===== src/rtl/mod_updown_counter_pkg.sv =====
// Shared constants and helpers for the modulo up/down counter and its parents.
// Direction encoding and a constant clog2 for sizing counters from a modulus.
package mod_updown_counter_pkg;

    localparam logic DIR_UP   = 1'b1;
    localparam logic DIR_DOWN = 1'b0;

    // Bits needed to hold values 0..value-1; returns 0 for value <= 1.
    function automatic int unsigned clog2(input int unsigned value);
        int unsigned r;
        r = 0;
        for (int i = 0; i < 32; i++) begin
            if ((64'(1) << i) < 64'(value)) begin
                r = i + 1;
            end
        end
        return r;
    endfunction

endpackage


===== src/rtl/mod_counter_next.sv =====
// Next-state logic for the modulo up/down counter: clr > load > count > hold.
// Purely combinational; the parent owns every register.
module mod_counter_next
    import mod_updown_counter_pkg::*;
#(
    parameter int unsigned WIDTH   = 4,
    parameter int unsigned MODULUS = 16
) (
    input  logic [WIDTH-1:0] count,
    input  logic             up_dn,
    input  logic             en,
    input  logic             clr,
    input  logic             load,
    input  logic [WIDTH-1:0] load_val,
    output logic [WIDTH-1:0] next_count,
    output logic             next_wrap,
    output logic             load_oor
);

    // One extra bit keeps MODULUS == 2**WIDTH representable as a limit.
    localparam logic [WIDTH:0] MAX = (WIDTH+1)'(MODULUS - 1);
    localparam logic [WIDTH:0] ONE = (WIDTH+1)'(1);

    logic [WIDTH:0] cnt_ext;
    logic [WIDTH:0] val_ext;
    logic [WIDTH:0] nxt_ext;
    logic           unused_msb;

    assign cnt_ext = {1'b0, count};
    assign val_ext = {1'b0, load_val};

    always_comb begin
        nxt_ext   = cnt_ext;
        next_wrap = 1'b0;
        load_oor  = 1'b0;
        if (clr) begin
            nxt_ext = '0;
        end else if (load) begin
            if (val_ext <= MAX) begin
                nxt_ext = val_ext;
            end else begin
                nxt_ext  = MAX;
                load_oor = 1'b1;
            end
        end else if (en) begin
            if (up_dn == DIR_UP) begin
                if (cnt_ext == MAX) begin
                    nxt_ext   = '0;
                    next_wrap = 1'b1;
                end else begin
                    nxt_ext = cnt_ext + ONE;
                end
            end else begin
                if (cnt_ext == '0) begin
                    nxt_ext   = MAX;
                    next_wrap = 1'b1;
                end else begin
                    nxt_ext = cnt_ext - ONE;
                end
            end
        end
    end

    // Top bit is always zero here since every result is <= MAX.
    assign next_count = nxt_ext[WIDTH-1:0];
    assign unused_msb = nxt_ext[WIDTH];

endmodule


===== src/rtl/mod_updown_counter.sv =====
// Modulo-MODULUS up/down counter with clear, parallel load, terminal count,
// registered wrap pulse and sticky out-of-range load flag.
module mod_updown_counter
    import mod_updown_counter_pkg::*;
#(
    parameter int unsigned WIDTH   = 4,
    parameter int unsigned MODULUS = 16
) (
    input  logic             clk,
    input  logic             rst_n,
    input  logic             en,
    input  logic             up_dn,
    input  logic             clr,
    input  logic             load,
    input  logic [WIDTH-1:0] load_val,
    output logic [WIDTH-1:0] count,
    output logic             tc,
    output logic             wrap,
    output logic             load_err
);

    if (WIDTH < 1 || WIDTH > 16) begin : g_bad_width
        $fatal(1, "mod_updown_counter: WIDTH must be 1..16");
    end
    if (MODULUS < 2 || MODULUS > (1 << WIDTH)) begin : g_bad_modulus
        $fatal(1, "mod_updown_counter: MODULUS must be 2..2**WIDTH");
    end

    localparam logic [WIDTH-1:0] TOP = WIDTH'(MODULUS - 1);

    logic [WIDTH-1:0] count_q, count_d;
    logic             wrap_q, wrap_d;
    logic             load_err_q, load_err_d;
    logic             load_oor;

    mod_counter_next #(
        .WIDTH   (WIDTH),
        .MODULUS (MODULUS)
    ) u_next (
        .count      (count_q),
        .up_dn      (up_dn),
        .en         (en),
        .clr        (clr),
        .load       (load),
        .load_val   (load_val),
        .next_count (count_d),
        .next_wrap  (wrap_d),
        .load_oor   (load_oor)
    );

    assign load_err_d = clr ? 1'b0 : (load_err_q | load_oor);

    always_ff @(posedge clk or negedge rst_n) begin
        if (!rst_n) begin
            count_q    <= '0;
            wrap_q     <= 1'b0;
            load_err_q <= 1'b0;
        end else begin
            count_q    <= count_d;
            wrap_q     <= wrap_d;
            load_err_q <= load_err_d;
        end
    end

    assign count    = count_q;
    assign wrap     = wrap_q;
    assign load_err = load_err_q;
    assign tc       = en & ((up_dn == DIR_UP) ? (count_q == TOP) : (count_q == '0));

endmodule


===== config.mk =====
export PLATFORM = sky130hd
export DESIGN_NAME = mod_updown_counter
export DESIGN_NICKNAME = d
export VERILOG_FILES = /design/src/rtl/mod_updown_counter_pkg.sv /design/src/rtl/mod_counter_next.sv /design/src/rtl/mod_updown_counter.sv
export SDC_FILE = /design/constraint.sdc
export NUM_CORES = 1
export LEC_CHECK = 0
export CAP_MARGIN = 20
export CORE_AREA = 2 2 39 41
export CTS_CLUSTER_SIZE = 28
export DETAILED_ROUTE_END_ITERATION = 12
export DIE_AREA = 0 0 41 43
export HOLD_SLACK_MARGIN = 0.06
export SETUP_SLACK_MARGIN = 0.3
export SLEW_MARGIN = 10
export SYNTH_ARGS = -nofsm -noshare
export SYNTH_HDL_FRONTEND = slang
export SYNTH_SLANG_ARGS = --single-unit

===== constraint.sdc =====
create_clock -name clk -period 4.35 [get_ports clk]
set_input_delay 0.6525 -clock clk [delete_from_list [all_inputs] [get_ports clk]]
set_output_delay 0.6525 -clock clk [all_outputs]
set_load 0.02 [all_outputs]

## After elaboration in Yosys (flattened, before gate mapping)

Cells that the tools add are included.

| storage, ports and cells | value |
|---|---|
| flip-flop bits (word level) | 6 |
| input port bits | 10 |
| output and inout bits | 7 |
| logic and storage cells | 30 |

| cells by class | value |
|---|---|
| add/sub/neg operators | 2 |
| order comparisons | 1 |
| equal/unequal tests | 1 |
| multiplexer cells | 18 |
| bitwise logic cells | 2 |
| reductions and logical operators | 3 |

Operators by type and width:

| operator | number |
|---|---|
| 4-bit two-way mux | 7 |
| 1-bit two-way mux | 11 |
| 5-bit logical NOT | 1 |
| 4-bit by 1-bit adder with 4-bit output, second input constant | 1 |
| 4-bit equality test, second input constant | 1 |
| 4-bit <= comparator, second input constant | 1 |
| 4-bit logical NOT | 1 |
| 4-bit by 1-bit subtractor with 4-bit output, second input constant | 1 |
| 3-bit nonzero test | 1 |
| 1-bit bitwise AND | 1 |
| 1-bit bitwise OR | 1 |

## Depth between registers and ports, before layout

| depth | value |
|---|---|
| depth in word-level cells | 6 |
| mapped depth | 6 |
| depth with buffers taken out | 6 |

## Hierarchy

A second synthesis with hierarchy kept.

| second synthesis, totals | value |
|---|---|
| cells, all modules | 50 |
| area, all modules | 478.0 um2 |

By module, submodules not included:

| module | times used | cells an instance | area each (um2) | sequential area each (um2) |
|---|---|---|---|---|
| mod_counter_next | 1 | 37 | 290.3 | 0.0 |
| mod_updown_counter | 1 | 13 | 187.7 | 150.1 |

## Least setup slack after synthesis

No wires, ideal clock.

| timing path | value |
|---|---|
| kind | reg2out |
| from | reg count_q[0] (netlist: count[0]) |
| to | out tc |
| data arrival time | 1443 ps |
| data required time | 3697 ps |
| slack | 2254 ps |
| cell stages (with the launch flop) | 6 |
| buffers on the path | 0 |
| cells stage by stage | dfrtp_1 inv_1 ha_1 nor3b_1 a21oi_1 nor2b_1 |

| on the way | value |
|---|---|
| cells in the longest elaborated chain, start to end | 3 |
| elaborated cells between the ends (all ways) | 4 |
| classes of those cells | eq/ne: 1; mux: 1; bitwise: 1; reduce/logical: 1 |

RTL lines:

| what | line | RTL |
|---|---|---|
| start: declaration | mod_updown_counter.sv:31 | `logic [WIDTH-1:0] count_q, count_d;` |
| start signal: assignment | mod_updown_counter.sv:59 | `count_q <= count_d;` |
| 4-bit equality test or 4-bit logical NOT (tied branches) | mod_updown_counter.sv:68 | `assign tc = en & ((up_dn == DIR_UP) ? (count_q == TOP) : (count_q == '0));` |
| 1-bit two-way mux (*) | mod_updown_counter.sv:68 |  |
| 1-bit bitwise AND (*) | mod_updown_counter.sv:68 |  |
| end: declaration | mod_updown_counter.sv:17 | `output logic tc,` |

Mark *: on every way between the ends. The rest lies on a longest branch, timed or not.

## Final worst setup path

| timing path | value |
|---|---|
| from | in up_dn |
| to | out tc |

| on the way | value |
|---|---|
| cells in the longest elaborated chain, start to end | 2 |

RTL lines:

| what | line | RTL |
|---|---|---|
| start: declaration | mod_updown_counter.sv:12 | `input logic up_dn,` |
| 1-bit two-way mux | mod_updown_counter.sv:68 |  |
| 1-bit bitwise AND | mod_updown_counter.sv:68 |  |

No other way between the ends.

==> results.md <==
- Cell area after synthesis: 428 sq um
- Clk slew on worst S/H paths: ~0.04 ns
- Yosys warning total: 0
- Hold Fails Final Rpt: 0
- Final HPWL DP: roughly 720 microns
- Top-Level Pins: 17
- Cts repair resizes: 0
- Area after DPL: 601 sq um
- Crit path largest cell delay: ~0.63 ns
- Mapped Cells: 46
- Seq pwr share: 39.4%
- Commonest non-fill, non-tap cell in the layout: clkdlybuf4s50_1
- Unique masters post-synth: 27
- Post-route ant nets: 0
- FFs w/ async S/R, synth: 100%
- Combinational fraction of design power: ~30%
- Slew headroom: 79.7%
- Final wirelength: 879 microns
- Die Y: 43 microns
- H-tree levels: 1
- Core footprint: ~1400 sq um
- Sw Ratio: about 28%
- Final Instance Area: 623 sq um
- Total power: 162 uW
- Sw power: 46.2 uW
- Num Clock Sinks: 6
- Inserted Diodes: 0
- Global route overflow: 0
- Worst Path Required: 3.70 ns
- Routed len/inst: 11.0 microns
- Postcts setup bufs: 0
- CP Capture Type: output pin
- Critical Path Source Type: input port
- Register area share after synthesis: 35.1%
- Synth Flop Type: dfrtp_1
- Largest net degree at the start of global routing: 10
- Initial antenna violation count: 0
- RD Place Congestion: 0.743
- VDD IR max: 0.219 mV
- FP Rows: 14
- Clock Path Buffers: 2
- Die area: 1760 sq um
- Violation count after the first detailed-routing iteration: 1
- Port Buf Inserts: 16
- Max_cap viols: 0
- Yosys top cell area share: 35.1%
- Register bit total from synthesis: 6
- Crit Path Max Fanout: 7
- Via count: 397
- Setup-failing EPs final: 0
- Class of the worst hold path: flip-flop to flip-flop
- CTS buffer count: 3
- TritonCTS clock tree: done
- RSZ-0062 raised after global routing: no
- WS Path Type: input port to output pin
- Slowest cell on crit path: clkdlybuf4s50_1
- CP bufs+invs: 2
- Status: finished clean
- Syn nets: 58
- Post-synth EDFFs: 0
- Max Fclk: 335 MHz
- 1st-pass router iterations: 3
- DRC viols: 0
- Crit path time final: 2.99 ns
- Post-synth top area cell: dfrtp_1
- Initial core utilization: 30.9%
- Largest cells by area after synthesis: dfrtp_1, a21oi_1, ha_1
- Commonest cells after routing, fill and taps aside: clkdlybuf4s50_1, dfrtp_1, a21oi_1
- NumNets Final: 78
- Int Power: 116 uW
- Measured slew at the worst slew-check pin: 0.304 ns
- Pwr Density: ~260 nW/um^2
- Fillcell total: roughly 140
- Pleak: 0.261 nW
- Share of cells above drive strength 1: 12.5%
- Die X: approximately 41 microns
- First-pass GRT wire length: 1540 microns
- Worst-skew pair later-pin latency: 0.24 ns
- Clock Power Share: 30.2%
- Top delay family on crit path: buffers and inverters
- Area Overhead vs Synth: 45.6%
- Crit-path cells: clkdlybuf4s50_1 > nor3b_1 > a21oi_1 > nor2b_1 > clkdlybuf4s50_1
- Pins Over Slew Limit: 0
- Clock Skew: 0.00203 ns
- Tot GR Track Use: 13.3%
- Arrival time at the worst endpoint: ~2.3 ns
- Avg Cell Area, Syn: 9.30 sq um
- Via density: 4.96
- Vias in the first global route: 368
- Clock root buffer: clkbuf_4
- Most used cell, CP: clkdlybuf4s50_1
- Setup_tns: 0 ns
- Final period util: just under 70%
- Hold_buf cts: 0
Yosys cell counts (all sizes together) (2+ instances only):
| library cell | instances |
|---|---|
| inv | 6 |
| nor2 | 2 |
| a21oi | 5 |
| nor2b | 2 |
| nand2 | 3 |
| ha | 2 |
| nor3b | 2 |
| dfrtp | 6 |
power by group through the flow:
| stage | Sequential (mW) | Combinational [mW] | Clock (mW) |
|---|---|---|---|
| after floorplan | 0.0681 | 0.0240 | 0 |
| final | 0.0640 | 0.0494 | 0.0490 |
| after CTS | 0.0640 | 0.0501 | 0.0516 |
| after global routing | 0.0646 | 0.0546 | 0.0556 |
| after global placement | 0.0650 | 0.0499 | 0 |
| after detailed placement | 0.0648 | 0.0498 | 0 |
per-layer routing:
metal | vias up | global-route usage [%] | part of all wire [%]
li1 | 208 | - | -
met2 | 12 | 17.8 | 48
met4 | 0 | 6.00 | 0
met3 | 0 | 6.81 | 4.6
met5 | - | 0 | 0
met1 | 177 | 17.4 | 48
layout make-up:
class | count | area (sq um) | share of cell area [%]
well taps | 16 | 20.0 | 3.21
flip-flops and latches | 6 | 150 | 24.1
repair buffers | 16 | 160 | 25.7
multi-input cells | 33 | 248 | 39.8
clock buffers | 3 | 22.5 | 3.61
inverters | 6 | 22.5 | 3.61
state kept, by name, indices dropped and copies added, names as in the netlist:
| signal | count |
|---|---|
| wrap | 1 |
| load_err | 1 |
| count | 4 |
worst paths after layout:
path	from	endpoint	slack, ns	depth (start not counted)
hold reg to reg	load_err	load_err	0.50	1
setup reg to reg	count[0]	count[0]	2.76	5
hold / removal	load_err	load_err	0.50	1
min in group asynchronous	rst_n	count[3]	0.65	1
setup / recovery	up_dn	tc	1.36	5
max in group asynchronous	rst_n	count[2]	3.50	1
logic make-up (layout without fill, tap and decap cells):
kind of cell / after synthesis / in the layout / share of synthesized area (%)
AO/OA/AOI/OAI: 16 / 16 / 28.1
XOR/XNOR: 2 / 2 / 4.09
adder cells (fa/ha/maj): 2 / 2 / 5.85
buffers and inverters: 7 / 25 / 7.02
flip-flops: 6 / 6 / 35.1
multiplexers: 2 / 2 / 4.97
AND/OR/NAND/NOR: 11 / 11 / 14.9
through the flow:
step,hold slack [ns],worst slack [ns],instances,utilization (%)
after floorplan,0.357,2.25,46,-
after global placement,0.487,1.38,77,43.4
after detailed placement,0.494,1.37,77,43.4
after CTS,0.503,1.35,80,45.0
after global routing,0.536,1.17,80,45.0
final,0.497,1.36,80,45.0
Note: power is estimated with default switching activity, not from simulation.
